`src/rtl/bidir_tx_ctrl_pkg.sv`:
```
// Shared types and constants for the bidirectional pad transmit controller.
package bidir_tx_ctrl_pkg;

    // Width of the bus-turnaround down-counter
    localparam int TURN_CNT_W = 4;

    typedef logic [TURN_CNT_W-1:0] turn_cnt_t;

    // Controller states: receive, turn towards transmit, transmit, turn back
    typedef enum logic [1:0] {
        ST_RX      = 2'd0,
        ST_TURN_TX = 2'd1,
        ST_TX      = 2'd2,
        ST_TURN_RX = 2'd3
    } bidir_state_e;

    // Counter preload for a turnaround of 'cycles' idle cycles (0 means none)
    function automatic turn_cnt_t turn_load_val(input int unsigned cycles);
        turn_cnt_t v;
        v = '0;
        if (cycles != 0) begin
            v = turn_cnt_t'(cycles - 1);
        end
        return v;
    endfunction

endpackage

```
`src/rtl/bidir_turn_cnt.sv`:
```
// Bus-turnaround down-counter: preloaded on turnaround entry, ticks to zero.
module bidir_turn_cnt
    import bidir_tx_ctrl_pkg::*;
(
    input  logic                  i_clk,
    input  logic                  i_rst,
    input  logic                  i_load,
    input  logic [TURN_CNT_W-1:0] i_load_val,
    input  logic                  i_tick,
    output logic                  o_done
);

    logic [TURN_CNT_W-1:0] r_cnt;

    // Load on entry, then decrement once per tick and hold at zero
    always_ff @(posedge i_clk or posedge i_rst) begin
        if (i_rst) begin
            r_cnt <= '0;
        end else if (i_load) begin
            r_cnt <= i_load_val;
        end else if (i_tick && (r_cnt != '0)) begin
            r_cnt <= r_cnt - turn_cnt_t'(1);
        end
    end

    assign o_done = (r_cnt == '0);

endmodule

```
`src/rtl/bidir_tx_ctrl.sv`:
```
// Bidirectional pad controller: drives OQI/IE/INEN of a BIDIR cell in
// INOUT mode, serialising fabric bits out and sampling the pad when idle.
// Pad-facing outputs are registered, so the pad view of every state lags
// the internal state by one clock; this keeps IE and INEN glitch-free and
// makes the last accepted bit drive for one cycle after leaving TX.
module bidir_tx_ctrl
    import bidir_tx_ctrl_pkg::*;
#(
    parameter int unsigned TURN_CYCLES = 2,
    parameter logic        IDLE_LEVEL  = 1'b1
)
(
    input  logic IQC,
    input  logic IQR,
    input  logic TX_VALID,
    input  logic TX_DATA,
    input  logic TX_LAST,
    output logic TX_READY,
    output logic OQI,
    output logic IE,
    output logic INEN,
    input  logic IZ,
    output logic RX_DATA,
    output logic RX_VALID,
    output logic BUSY
);

    localparam turn_cnt_t LP_TURN_LOAD = turn_load_val(TURN_CYCLES);
    localparam bit        LP_ZERO_TURN = (TURN_CYCLES == 0);

    bidir_state_e r_state;
    logic         r_oqi;
    logic         r_ie;
    logic         r_inen;
    logic         r_rx_data;
    logic         r_rx_valid;

    logic w_accept;
    logic w_accept_last;
    logic w_cnt_load;
    logic w_cnt_tick;
    logic w_turn_done;

    assign w_accept      = (r_state == ST_TX) && TX_VALID;
    assign w_accept_last = w_accept && TX_LAST;

    // Preload whenever a turnaround is about to start; tick only inside one
    assign w_cnt_load = ((r_state == ST_RX) && TX_VALID) || w_accept_last;
    assign w_cnt_tick = (r_state == ST_TURN_TX) || (r_state == ST_TURN_RX);

    bidir_turn_cnt u_turn_cnt (
        .i_clk      (IQC),
        .i_rst      (IQR),
        .i_load     (w_cnt_load),
        .i_load_val (LP_TURN_LOAD),
        .i_tick     (w_cnt_tick),
        .o_done     (w_turn_done)
    );

    // State machine with registered pad controls; IE and INEN decode
    // disjoint states so they can never be high together
    always_ff @(posedge IQC or posedge IQR) begin
        if (IQR) begin
            r_state <= ST_RX;
            r_oqi   <= IDLE_LEVEL;
            r_ie    <= 1'b0;
            r_inen  <= 1'b1;
        end else begin
            r_ie   <= (r_state == ST_TX);
            r_inen <= (r_state == ST_RX);
            r_oqi  <= w_accept ? TX_DATA : IDLE_LEVEL;
            case (r_state)
                ST_RX: begin
                    if (TX_VALID) begin
                        r_state <= LP_ZERO_TURN ? ST_TX : ST_TURN_TX;
                    end
                end
                ST_TURN_TX: begin
                    if (w_turn_done) begin
                        r_state <= ST_TX;
                    end
                end
                ST_TX: begin
                    if (w_accept_last) begin
                        r_state <= LP_ZERO_TURN ? ST_RX : ST_TURN_RX;
                    end
                end
                ST_TURN_RX: begin
                    if (w_turn_done) begin
                        r_state <= ST_RX;
                    end
                end
                default: begin
                    r_state <= ST_RX;
                end
            endcase
        end
    end

    // Pad sample path: data every cycle, valid only if the input buffer was enabled
    always_ff @(posedge IQC or posedge IQR) begin
        if (IQR) begin
            r_rx_data  <= 1'b0;
            r_rx_valid <= 1'b0;
        end else begin
            r_rx_data  <= IZ;
            r_rx_valid <= r_inen;
        end
    end

    assign TX_READY = (r_state == ST_TX);
    assign BUSY     = (r_state != ST_RX);
    assign OQI      = r_oqi;
    assign IE       = r_ie;
    assign INEN     = r_inen;
    assign RX_DATA  = r_rx_data;
    assign RX_VALID = r_rx_valid;

endmodule
```
`config.mk`:
```
export PLATFORM = sky130hd
export DESIGN_NAME = bidir_tx_ctrl
export DESIGN_NICKNAME = d
export VERILOG_FILES = /design/src/rtl/bidir_tx_ctrl_pkg.sv /design/src/rtl/bidir_turn_cnt.sv /design/src/rtl/bidir_tx_ctrl.sv
export SDC_FILE = /design/constraint.sdc
export NUM_CORES = 1
export LEC_CHECK = 0
export BUFFER_PORTS_ARGS = -buffer_cell sky130_fd_sc_hd__buf_2
export CAP_MARGIN = 30
export CORE_MARGIN = 2
export CORE_UTILIZATION = 45
export CTS_CLUSTER_DIAMETER = 80
export DETAILED_ROUTE_END_ITERATION = 7
export HOLD_SLACK_MARGIN = 0.12
export MAX_ROUTING_LAYER = met4
export PLACE_DENSITY = 0.72
export REMOVE_ABC_BUFFERS = 1
export SLEW_MARGIN = 20
export SYNTH_ARGS = -nofsm -noshare
export SYNTH_HDL_FRONTEND = slang
export SYNTH_HIERARCHICAL = 1
export SYNTH_SLANG_ARGS = --single-unit
```
`constraint.sdc`:
```
create_clock -name IQC -period 1.83 [get_ports IQC]
set_input_delay 0.366 -clock IQC [delete_from_list [all_inputs] [get_ports IQC]]
set_output_delay 0.366 -clock IQC [all_outputs]
set_load 0.05 [all_outputs]
```
==> results of run 1 <==
power by group through the flow:
stage	registers (µW)	clock network (µW)	logic [µW]
6_report	436	161	1180
5_1_grt	447	181	1280
4_1_cts	434	169	1150
3_5_place_dp	430	0	1040
3_3_place_gp	427	0	1000
2_1_floorplan	570	0	561
metal layers:
layer | GRT usage | up-vias | part of all wire
met2 | 0.345 | 19 | 0.53
met5 | - | - | 0
li1 | - | 250 | -
met1 | 0.201 | 239 | 0.41
met4 | 0.125 | 0 | 0.012
met3 | 0.0489 | 2 | 0.050
state kept, by name (all words and copies together), names as in the netlist:
register and flops:
u_turn_cnt/r_cnt 4, RX_VALID 1, RX_DATA 1, r_state 2, INEN 1, IE 1
OQI 1
stage by stage:
stage	power (µW)	util	setup TNS [ps]	hold WS, ps	worst slack (ps)
4_1_cts	1760	0.659	-200	200	-139
3_3_place_gp	1430	0.600	-25.0	272	-25.0
3_5_place_dp	1470	0.600	-150	274	-133
6_report	1770	0.665	-153	210	-127
2_1_floorplan	1130	-	-267	132	-174
5_1_grt	1900	0.665	-316	193	-204
path summary, 6_finish.rpt:
check	cells past startpoint	slack [ps]	to	start
max	7	-130	r_state[1]	u_turn_cnt/r_cnt[0]
min	1	210	RX_DATA	IZ
max reg2reg	7	-130	r_state[1]	u_turn_cnt/r_cnt[0]
min reg2reg	0	400	RX_VALID	INEN
max in group asynchronous	3	980	INEN	IQR
min in group asynchronous	3	550	u_turn_cnt/r_cnt[2]	IQR
cell type report:
type	instances	area, µm²	share of cell area
repair buffers	24	158	0.187
well taps	15	18.8	0.0223
clock buffers	4	26.3	0.0312
flip-flops and latches	11	278	0.329
multi-input cells	37	325	0.386
inverters	10	37.5	0.0445
kinds of logic (layout without fill, tap and decap cells):
group	count (synthesis)	count (layout)	synth area share
muxes	1	1	0.0187
buffers and inverters	11	38	0.0685
AOI/OAI and AO/OA	12	12	0.147
adders and majority gates	6	6	0.124
and+or+nand+nor	14	14	0.168
other	2	4	0.0125
DFF	11	11	0.461
cell usage after synthesis:
| master | n | area share |
|---|---|---|
| a21oi_1 | 4 | 0.033 |
| nor4b_2 | 1 | 0.025 |
| mux2_1 | 1 | 0.019 |
| dfstp_2 | 2 | 0.087 |
| inv_1 | 10 | 0.062 |
| a221o_1 | 1 | 0.017 |
| nand3b_1 | 1 | 0.012 |
| clkbuf_1 | 1 | 0.0062 |
| nor2_1 | 1 | 0.0062 |
| nand2_1 | 4 | 0.025 |
| o32a_2 | 1 | 0.019 |
| o31a_1 | 1 | 0.015 |
| nand2b_1 | 1 | 0.010 |
| ha_1 | 6 | 0.12 |
| conb_1 | 2 | 0.012 |
| nor3_1 | 1 | 0.0083 |
| or2_4 | 1 | 0.015 |
| dfrtp_1 | 9 | 0.37 |
| or3b_4 | 1 | 0.019 |
| o21ai_1 | 2 | 0.017 |
| nor3b_1 | 1 | 0.012 |
| a31o_1 | 1 | 0.015 |
| a222oi_1 | 1 | 0.017 |
| and4b_1 | 1 | 0.017 |
| and3_4 | 1 | 0.019 |
| a22o_2 | 1 | 0.017 |
timing repair:
item                                    in CTS  in global routing
endpoints found under the hold margin        9                  0
hold buffers                                 1                  0
buffers inserted                             3                  0
pin swaps                                    4                  3
endpoints found under the setup margin       2                  4
gates cloned                                 0                  0
resized for setup                            8                  3
worst reg2reg max path, cell delays in order (launching register included):
cell	delay, ps
dfrtp_1	390
inv_2	90
ha_4	140
or3b_4	380
inv_2	70
inv_2	30
a222oi_1	370
mux2_1	370
==> flow_summary.json, run 1 <==
{
  "status": "finished, violations left",
  "violations": "setup timing",
  "pin_count": 13,
  "core_mm2": 0.00127,
  "seqPwrFrac": 0.246,
  "grt_max_degree": 9,
  "die-area_mm2": 0.00165,
  "firstDrtPassIters": 4,
  "ant_nets": 0,
  "fin_crit_ps": 1960,
  "area_delta_synth_final_pct": 39.8,
  "cp.arrival_ps": 2100,
  "numPortBuffers": 12,
  "cp_top_family": "flip-flops",
  "crit_buf_inv": 3,
  "cpMaxStageDelayCell": "dfrtp_1",
  "leakagePower_uw": 0.000429,
  "antenna_cells": 0,
  "slowest_delay_ps": 390,
  "die_h_um": 40.6,
  "antenna_found_initial": 0,
  "setup_viol": 2,
  "cp.required_ps": 1970,
  "start_kind": "register",
  "syn_area_per_cell_um2": 10.6,
  "drive_above_1_share": 0.465,
  "track_usage": 0.200,
  "drt_wl_total_um": 1290,
  "grt_pass1_vias": 504,
  "fin_skew_ps": 0.708,
  "period_share": 1.07,
  "numCtsBuffers": 3,
  "gp_congestion": 0.790,
  "synth_warnings": 6,
  "clock_path_buffers": 2,
  "ys_types": 26,
  "maxCapViolCount": 0,
  "cp_max_fo": 2,
  "internal_power_uw": 1010,
  "clock_latency_ps": 260,
  "p_sw_uw": 767,
  "synth_cells": 57,
  "vias": 510,
  "die_x_um": 40.6,
  "finalWorstSetupSlack_ps": -127,
  "combPwrFrac": 0.664,
  "avgRoutedWirePerCell_um": 12.8,
  "synth.ff_latch_count": 11,
  "drt_iter0_drc": 8,
  "p_sw_frac": 0.432,
  "grt-ovfl-total": 0,
  "synth_area_um2": 603,
  "mostFrequentLayoutCell": "buf_4",
  "dpl.hpwl_um": 921,
  "start_util": 0.475,
  "postPlaceCellArea_um2": 761,
  "synth-seq-area-share": 0.461,
  "final_nets": 99,
  "criticalPathCategory": "register to register",
  "fin_area_um2": 843,
  "grt_pass1_wl_um": 1980,
  "vias_per_cell": 5.05,
  "ir_worst_vdd_v": 0.00121,
  "cts_tree": "done",
  "powerDensity_mw_per_mm2": 2100,
  "fill_cells": 100,
  "drc": 0,
  "clock_sinks": 11,
  "hp-class": "input port to register",
  "final_cell_mix": "buf_4 (11), buf_2 (10), dfrtp_1 (9)",
  "critPathMostFrequentCell": "inv_2",
  "drv_slew": 0,
  "critPathCaptureType": "register",
  "clkTransAtPathRegs_ps": 70,
  "htree_levels": 1,
  "rsz0062_at_grt": "true",
  "instances_no_fill": 101,
  "fmax_mhz": 511,
  "pwr-share-clk": 0.091,
  "place_inst": 95,
  "clock-root-buffer": "clkbuf_4",
  "hold_violations": 0,
  "crit_chain": "inv_2 -> ha_4 -> or3b_4 -> inv_2 -> inv_2 -> a222oi_1 -> mux2_1",
  "num_rows": 13
}
Note: power is estimated with default switching activity, not from simulation.
==> inputs of run 2 (changes only) <==
--- a/config.mk
+++ b/config.mk
@@ -7,16 +7,15 @@
 export LEC_CHECK = 0
 export BUFFER_PORTS_ARGS = -buffer_cell sky130_fd_sc_hd__buf_2
 export CAP_MARGIN = 30
-export CORE_MARGIN = 2
-export CORE_UTILIZATION = 45
+export CORE_AREA = 2 2 39 41
 export CTS_CLUSTER_DIAMETER = 80
 export DETAILED_ROUTE_END_ITERATION = 7
+export DIE_AREA = 0 0 41 43
 export HOLD_SLACK_MARGIN = 0.12
 export MAX_ROUTING_LAYER = met4
-export PLACE_DENSITY = 0.72
+export PLACE_DENSITY = 0.68
 export REMOVE_ABC_BUFFERS = 1
 export SLEW_MARGIN = 20
 export SYNTH_ARGS = -nofsm -noshare
 export SYNTH_HDL_FRONTEND = slang
-export SYNTH_HIERARCHICAL = 1
 export SYNTH_SLANG_ARGS = --single-unit
==> run 2 against run 1 <==
The run now ends clean; critical endpoint unchanged; die area grew 6.9%; maximum frequency up 6.9%; highest routed layer unchanged; count of clock-buffer cells in the layout unchanged; clock skew hardly changed.
==> flow_summary.json, run 2 <==
{
  "wl_met3_um": 48,
  "die_h_um": 43,
  "htree_levels": 1,
  "tightest_slew_ps": 442,
  "track_usage": 0.192,
  "yosys.area.top_type": "dfrtp_1",
  "cts_tree": "done",
  "setup_viol": 0,
  "fin_skew_ps": 1.14,
  "avgRoutedWirePerCell_um": 13.2,
  "powerDensity_mw_per_mm2": 1940,
  "status": "finished, final reports clean",
  "synth_top_cell_area_share": 0.402,
  "finalWorstSetupSlack_ps": 0.378,
  "cp.required_ps": 1980,
  "synth_warnings": 0,
  "drt_wl_total_um": 1250,
  "ir_worst_vdd_v": 0.000894,
  "yosysMostFrequentCell": "dfrtp_1",
  "clock_sinks": 11,
  "synth-seq-area-share": 0.496,
  "final_core_util": 0.564,
  "ys_types": 21,
  "numCtsBuffers": 3,
  "drt_iter0_drc": 6,
  "dp_slack_ps": -60.9,
  "dpl.hpwl_um": 948,
  "cp.arrival_ps": 1980,
  "internal_power_uw": 845,
  "period_share": 1.00,
  "regToRegStartpoint": "u_turn_cnt.r_cnt[0]",
  "grt_pass1_vias": 548,
  "gp_congestion": 0.748,
  "vias": 488,
  "syn_area_per_cell_um2": 10.8,
  "grt_pass1_wl_um": 2170,
  "grt-ovfl-total": 0,
  "area_delta_synth_final_pct": 39.3,
  "relSlewSlack": 0.705,
  "cp_top_family": "flip-flops",
  "largest_register_ff_count": 4,
  "multi_input_area_um2": 273,
  "ys_top_cells_by_area": "dfrtp_1 (40%), ha_1 (16%), dfstp_2 (9.4%), inv_1 (5.4%), a21oi_1 (3.6%)",
  "synth_area_um2": 561,
  "hp-class": "input port to register",
  "final-seq-area_um2": 278,
  "start_util": 0.405,
  "vias_per_cell": 5.14,
  "fmax_mhz": 547,
  "synthArstFlopShare": 1.00,
  "rr_worst_depth": 5,
  "cp_max_fo": 2,
  "mostFrequentLayoutCell": "buf_4",
  "die-area_mm2": 0.00176,
  "holdCritStartpoint": "IZ",
  "die_x_um": 41,
  "drv_slew": 0,
  "final_cell_mix": "buf_4 (11), buf_2 (10), dfrtp_1 (9)",
  "fin_crit_ps": 1830,
  "crit_buf_inv": 1,
  "p_sw_uw": 672,
  "reg_top3": "u_turn_cnt.r_cnt x4, r_state x2",
  "drive_above_1_share": 0.443,
  "hold_violations": 0,
  "pwr-share-clk": 0.110,
  "highest_layer": "met4",
  "seqPwrFrac": 0.265,
  "start_kind": "register",
  "antenna_found_initial": 0,
  "hold_path_depth": 1,
  "grt_max_degree": 12,
  "top_register": "u_turn_cnt.r_cnt",
  "drc": 0,
  "pin_count": 13,
  "reg2reg_slack_ps": 0.4,
  "combPwrFrac": 0.625,
  "critPathCaptureType": "register",
  "maxCapViolCount": 0,
  "crit_chain": "inv_2 -> ha_4 -> or3b_4 -> a222oi_1 -> mux2_1",
  "min_to": "RX_DATA",
  "ant_nets": 0,
  "cpMaxStageDelayCell": "dfrtp_1",
  "wl_met2_um": 663,
  "met1Wirelength_um": 516,
  "firstDrtPassIters": 4,
  "clock_path_buffers": 2,
  "synth.ff_latch_count": 11,
  "num_rows": 14,
  "leakagePower_uw": 0.000388,
  "antenna_cells": 0,
  "synth_ff_type": "dfrtp_1",
  "synth_cells": 52,
  "clock_latency_ps": 270,
  "clkTransAtPathRegs_ps": 70,
  "final_nets": 93,
  "rsz0062_at_grt": "true",
  "r2r-end": "r_state[1]",
  "yosys-top-cells-count": "dfrtp_1 (9), inv_1 (8), ha_1 (7), a21oi_1 (4), o21ai_0 (4)",
  "core_mm2": 0.00138,
  "clock-root-buffer": "clkbuf_4",
  "synth_edf_count": 0,
  "fill_cells": 138,
  "p_sw_frac": 0.443,
  "slowest_delay_ps": 390,
  "numPortBuffers": 12,
  "criticalPathCategory": "register to register"
}
-- run 2: cell count changes after synthesis, moves of 2 or more --
| cell | delta |
|---|---|
| conb_1 | -2 |
| nand2_1 | -2 |
| or3_1 | +2 |
| inv_1 | -2 |
| o21ai_0 | +4 |
| o21ai_1 | -2 |
-- run 2: repair_timing --
action | 4_1_cts | 5_1_grt
endpoints found under the hold margin | 9 | 0
hold buffers | 1 | 0
buffers inserted | 3 | 1
gates resized for setup | 7 | 5
endpoints found under the setup margin | 1 | 3
pin swaps | 1 | 0
-- run 2: through the flow --
step	std cells	TNS, ps	power [µW]	hold slack [ps]	cell area [µm²]
2_1_floorplan	52	0	971	217	561
3_3_place_gp	87	0	1210	370	693
3_5_place_dp	87	-60.9	1230	384	693
4_1_cts	95	-0.660	1510	200	772
5_1_grt	95	-96.3	1650	194	781
6_report	95	0	1520	202	781
-- run 2: how the worst max path moves through the flow --
stage / to / from / cells past startpoint
after floorplan: r_state[1] / u_turn_cnt.r_cnt[0] / 5
after global placement: r_state[1] / u_turn_cnt.r_cnt[0] / 5
after detailed placement: r_state[1] / u_turn_cnt.r_cnt[1] / 5
after CTS: r_state[1] / u_turn_cnt.r_cnt[0] / 5
after global routing: r_state[1] / u_turn_cnt.r_cnt[0] / 5
final: r_state[1] / u_turn_cnt.r_cnt[0] / 5
-- run 2: routing by layer --
| layer | vias up | global-route usage |
|---|---|---|
| li1 | 237 | - |
| met1 | 234 | 0.208 |
| met2 | 13 | 0.313 |
| met3 | 4 | 0.0419 |
| met4 | 0 | 0.0933 |
| met5 | - | - |
-- run 2: cells by family after synthesis --
family	after synthesis	share of synthesized area
buf+inv	8	0.0536
simple gates	12	0.125
mux	1	0.0201
fa+ha+maj	7	0.156
compound gates	13	0.150
flops	11	0.496
-- run 2: layout make-up --
class | count | area share
Clock buffer | 4 | 0.0337
Inverter | 8 | 0.0385
Multi-Input combinational cell | 33 | 0.349
Sequential cell | 11 | 0.356
Tap cell | 16 | 0.0256
Timing Repair Buffer | 23 | 0.197
-- run 2: power by group through the flow --
| stage | sequential, µW | combinational, µW | clock, µW |
|---|---|---|---|
| after floorplan | 506 | 465 | 0 |
| after global placement | 400 | 806 | 0 |
| after detailed placement | 405 | 829 | 0 |
| after CTS | 402 | 935 | 169 |
| after global routing | 416 | 1050 | 185 |
| final | 402 | 948 | 167 |
==> inputs of run 3 (changes only) <==
--- a/config.mk
+++ b/config.mk
@@ -5,15 +5,16 @@
 export SDC_FILE = /design/constraint.sdc
 export NUM_CORES = 1
 export LEC_CHECK = 0
+export ABC_AREA = 1
 export BUFFER_PORTS_ARGS = -buffer_cell sky130_fd_sc_hd__buf_2
 export CAP_MARGIN = 30
-export CORE_AREA = 2 2 39 41
+export CORE_MARGIN = 2
+export CORE_UTILIZATION = 45
 export CTS_CLUSTER_DIAMETER = 80
 export DETAILED_ROUTE_END_ITERATION = 7
-export DIE_AREA = 0 0 41 43
 export HOLD_SLACK_MARGIN = 0.12
 export MAX_ROUTING_LAYER = met4
-export PLACE_DENSITY = 0.68
+export PLACE_DENSITY = 0.72
 export REMOVE_ABC_BUFFERS = 1
 export SLEW_MARGIN = 20
 export SYNTH_ARGS = -nofsm -noshare
==> run 3 against run 2 <==
Power fell by 8.4%; wire length fell by 18%; global-route usage fell by 2.6 points; count of clock-buffer cells in the layout fell by 1; largest cell class is now multi-input gates.
==> flow_summary.json, run 3 <==
{
  "slowest_delay_ps": 420,
  "start_kind": "register",
  "drt_wl_total_um": 1020,
  "pwr-share-clk": 0.116,
  "yosys.area.top_type": "dfrtp_1",
  "mostFrequentLayoutCell": "nand2_1",
  "drive_above_1_share": 0.329,
  "grt_max_degree": 12,
  "maxCapViolCount": 0,
  "setup_viol": 0,
  "clock-root-buffer": "clkbuf_4",
  "start_util": 0.466,
  "yosysMostFrequentCell": "nand2_1",
  "p_sw_uw": 712,
  "synth_top_cell_area_share": 0.381,
  "yosys.area_share.simple": 0.252,
  "area_delta_synth_final_pct": 19.7,
  "combPwrFrac": 0.593,
  "synthArstFlopShare": 1.00,
  "cts_tree": "done",
  "r2r-end": "r_state[0]",
  "cts_resized": 0,
  "largest_register_ff_count": 4,
  "synth_cells": 62,
  "cpMaxStageDelayCell": "dfrtp_1",
  "cp_max_fo": 6,
  "grt_pass1_wl_um": 1610,
  "numPortBuffers": 12,
  "ys_top_cells_by_area": "dfrtp_1 (38%), ha_1 (15%), dfstp_2 (8.9%), nand2_1 (8.2%), nand3_1 (6.8%)",
  "antenna_cells": 0,
  "clock_latency_ps": 260,
  "powerDensity_mw_per_mm2": 1960,
  "clkTransAtPathRegs_ps": 70,
  "fin_crit_ps": 1740,
  "synth_compound_area_frac": 0.0655,
  "synthAdderAreaFrac": 0.148,
  "htree_levels": 1,
  "synth_xor_area_frac": 0.0148,
  "yosys-top-cells-count": "nand2_1 (13), dfrtp_1 (9), nand3_1 (8), ha_1 (7), inv_1 (7)",
  "final_core_util": 0.558,
  "period_share": 0.951,
  "die_x_um": 40.3,
  "top_register": "u_turn_cnt.r_cnt",
  "antenna_found_initial": 0,
  "reg2reg_slack_ps": 420,
  "die_h_um": 40.3,
  "hp-class": "input port to register",
  "rr_worst_depth": 7,
  "tns_ps": 0,
  "synth_ff_type": "dfrtp_1",
  "cp.arrival_ps": 1370,
  "drt_iter0_drc": 8,
  "criticalPathCategory": "register to primary output",
  "fin_skew_ps": 4.19,
  "numCtsBuffers": 3,
  "critPathCaptureType": "primary output",
  "clock_path_buffers": 2,
  "final_nets": 93,
  "drc": 0,
  "vias_per_cell": 4.74,
  "synth_warnings": 0,
  "num_rows": 13,
  "dpl.hpwl_um": 798,
  "track_usage": 0.166,
  "gp_congestion": 0.673,
  "final_cell_mix": "nand2_1 (13), buf_2 (12), dfrtp_1 (9)",
  "relSlewSlack": 0.724,
  "instances_no_fill": 94,
  "holdCritStartpoint": "IZ",
  "tightest_slew_ps": 414,
  "avgRoutedWirePerCell_um": 10.9,
  "hold_path_depth": 1,
  "leakagePower_uw": 0.000379,
  "crit_chain": "inv_1 -> ha_1 -> buf_2",
  "synth.ff_latch_count": 11,
  "grt-ovfl-total": 0,
  "synthMuxAreaShare": 0,
  "synth_edf_count": 0,
  "core_mm2": 0.00127,
  "seqPwrFrac": 0.292,
  "vias": 446,
  "regToRegStartpoint": "r_state[0]",
  "syn_area_per_cell_um2": 9.55,
  "grt_pass1_vias": 408,
  "min_to": "RX_DATA",
  "internal_power_uw": 678,
  "fmax_mhz": 575,
  "clock_sinks": 11,
  "hold_buffers": 1,
  "cp.required_ps": 1460,
  "firstDrtPassIters": 4,
  "die-area_mm2": 0.00162,
  "reg_top3": "u_turn_cnt.r_cnt x4, r_state x2",
  "hold_violations": 0,
  "ys_types": 18,
  "drv_slew": 0,
  "pin_count": 13,
  "ir_worst_vdd_v": 0.000906,
  "synth-seq-area-share": 0.469,
  "ant_nets": 0,
  "rsz0062_at_grt": "false",
  "p_sw_frac": 0.512,
  "status": "finished, final reports clean",
  "post-cts-setup-buffer-count": 0,
  "place_inst": 89,
  "synth_area_um2": 592,
  "synth_top_family_by_area": "simple AND/OR/NAND/NOR gates"
}
-- run 3: changes by cell type in the layout (fill, tap and decap cells not counted), sizes merged, moves of 2 or more --
cell   change
nand2     +13
buf       -10
nand3      +8
a21oi      -2
nor2       +2
o21ai      -2
or3        -2
-- run 3: cell families after synthesis --
group	Yosys count
AO/OA/AOI/OAI	4
XOR/XNOR	1
adder cells (fa/ha/maj)	7
buffers and inverters	8
flip-flops	11
AND/OR/NAND/NOR	31
-- run 3: cell type report --
| type | count | area [µm²] |
|---|---|---|
| inverters | 8 | 30.0 |
| clock inverters | 1 | 5.00 |
| well taps | 15 | 18.8 |
| clock buffers | 3 | 22.5 |
| repair buffers | 13 | 70.1 |
| multi-input cells | 43 | 284 |
| flip-flops and latches | 11 | 278 |
| fillers | 124 | 561 |
-- run 3: layer usage --
layer	track usage	up-vias	part of all wire
li1	-	232	-
met1	0.182	200	0.46
met2	0.262	14	0.49
met3	0.0333	0	0.047
met4	0.125	0	0
met5	-	-	0
-- run 3: metrics by stage --
step / area, µm² / setup WS (ps) / hold WS (ps) / total power (µW)
global route: 708 / 0.975 / 179 / 1520
floorplan: 592 / 170 / 217 / 1080
CTS: 708 / 79.7 / 192 / 1410
detailed placement: 671 / 371 / 374 / 1240
global placement: 671 / 396 / 371 / 1220
finish: 708 / 90.0 / 204 / 1390
-- run 3: power groups by stage --
stage | Sequential [µW] | Clock [µW] | Combinational (µW)
global placement | 410 | 0 | 810
finish | 405 | 161 | 824
CTS | 405 | 171 | 835
global route | 419 | 187 | 911
detailed placement | 409 | 0 | 829
floorplan | 532 | 0 | 546
-- run 3: how the worst max path moves through the flow --
stage	start	endpoint	slack [ps]
after detailed placement	r_state[0]	TX_READY	370
after floorplan	r_state[0]	r_state[0]	170
after CTS	r_state[0]	TX_READY	80
final	r_state[0]	TX_READY	90
after global routing	r_state[0]	TX_READY	1
after global placement	r_state[0]	TX_READY	400
-- run 3: critical path: cells and delay by family (launching register included) --
kind,cells,cell delay (ps)
fa+ha+maj,1,280
buf+inv,2,420
flops,1,420
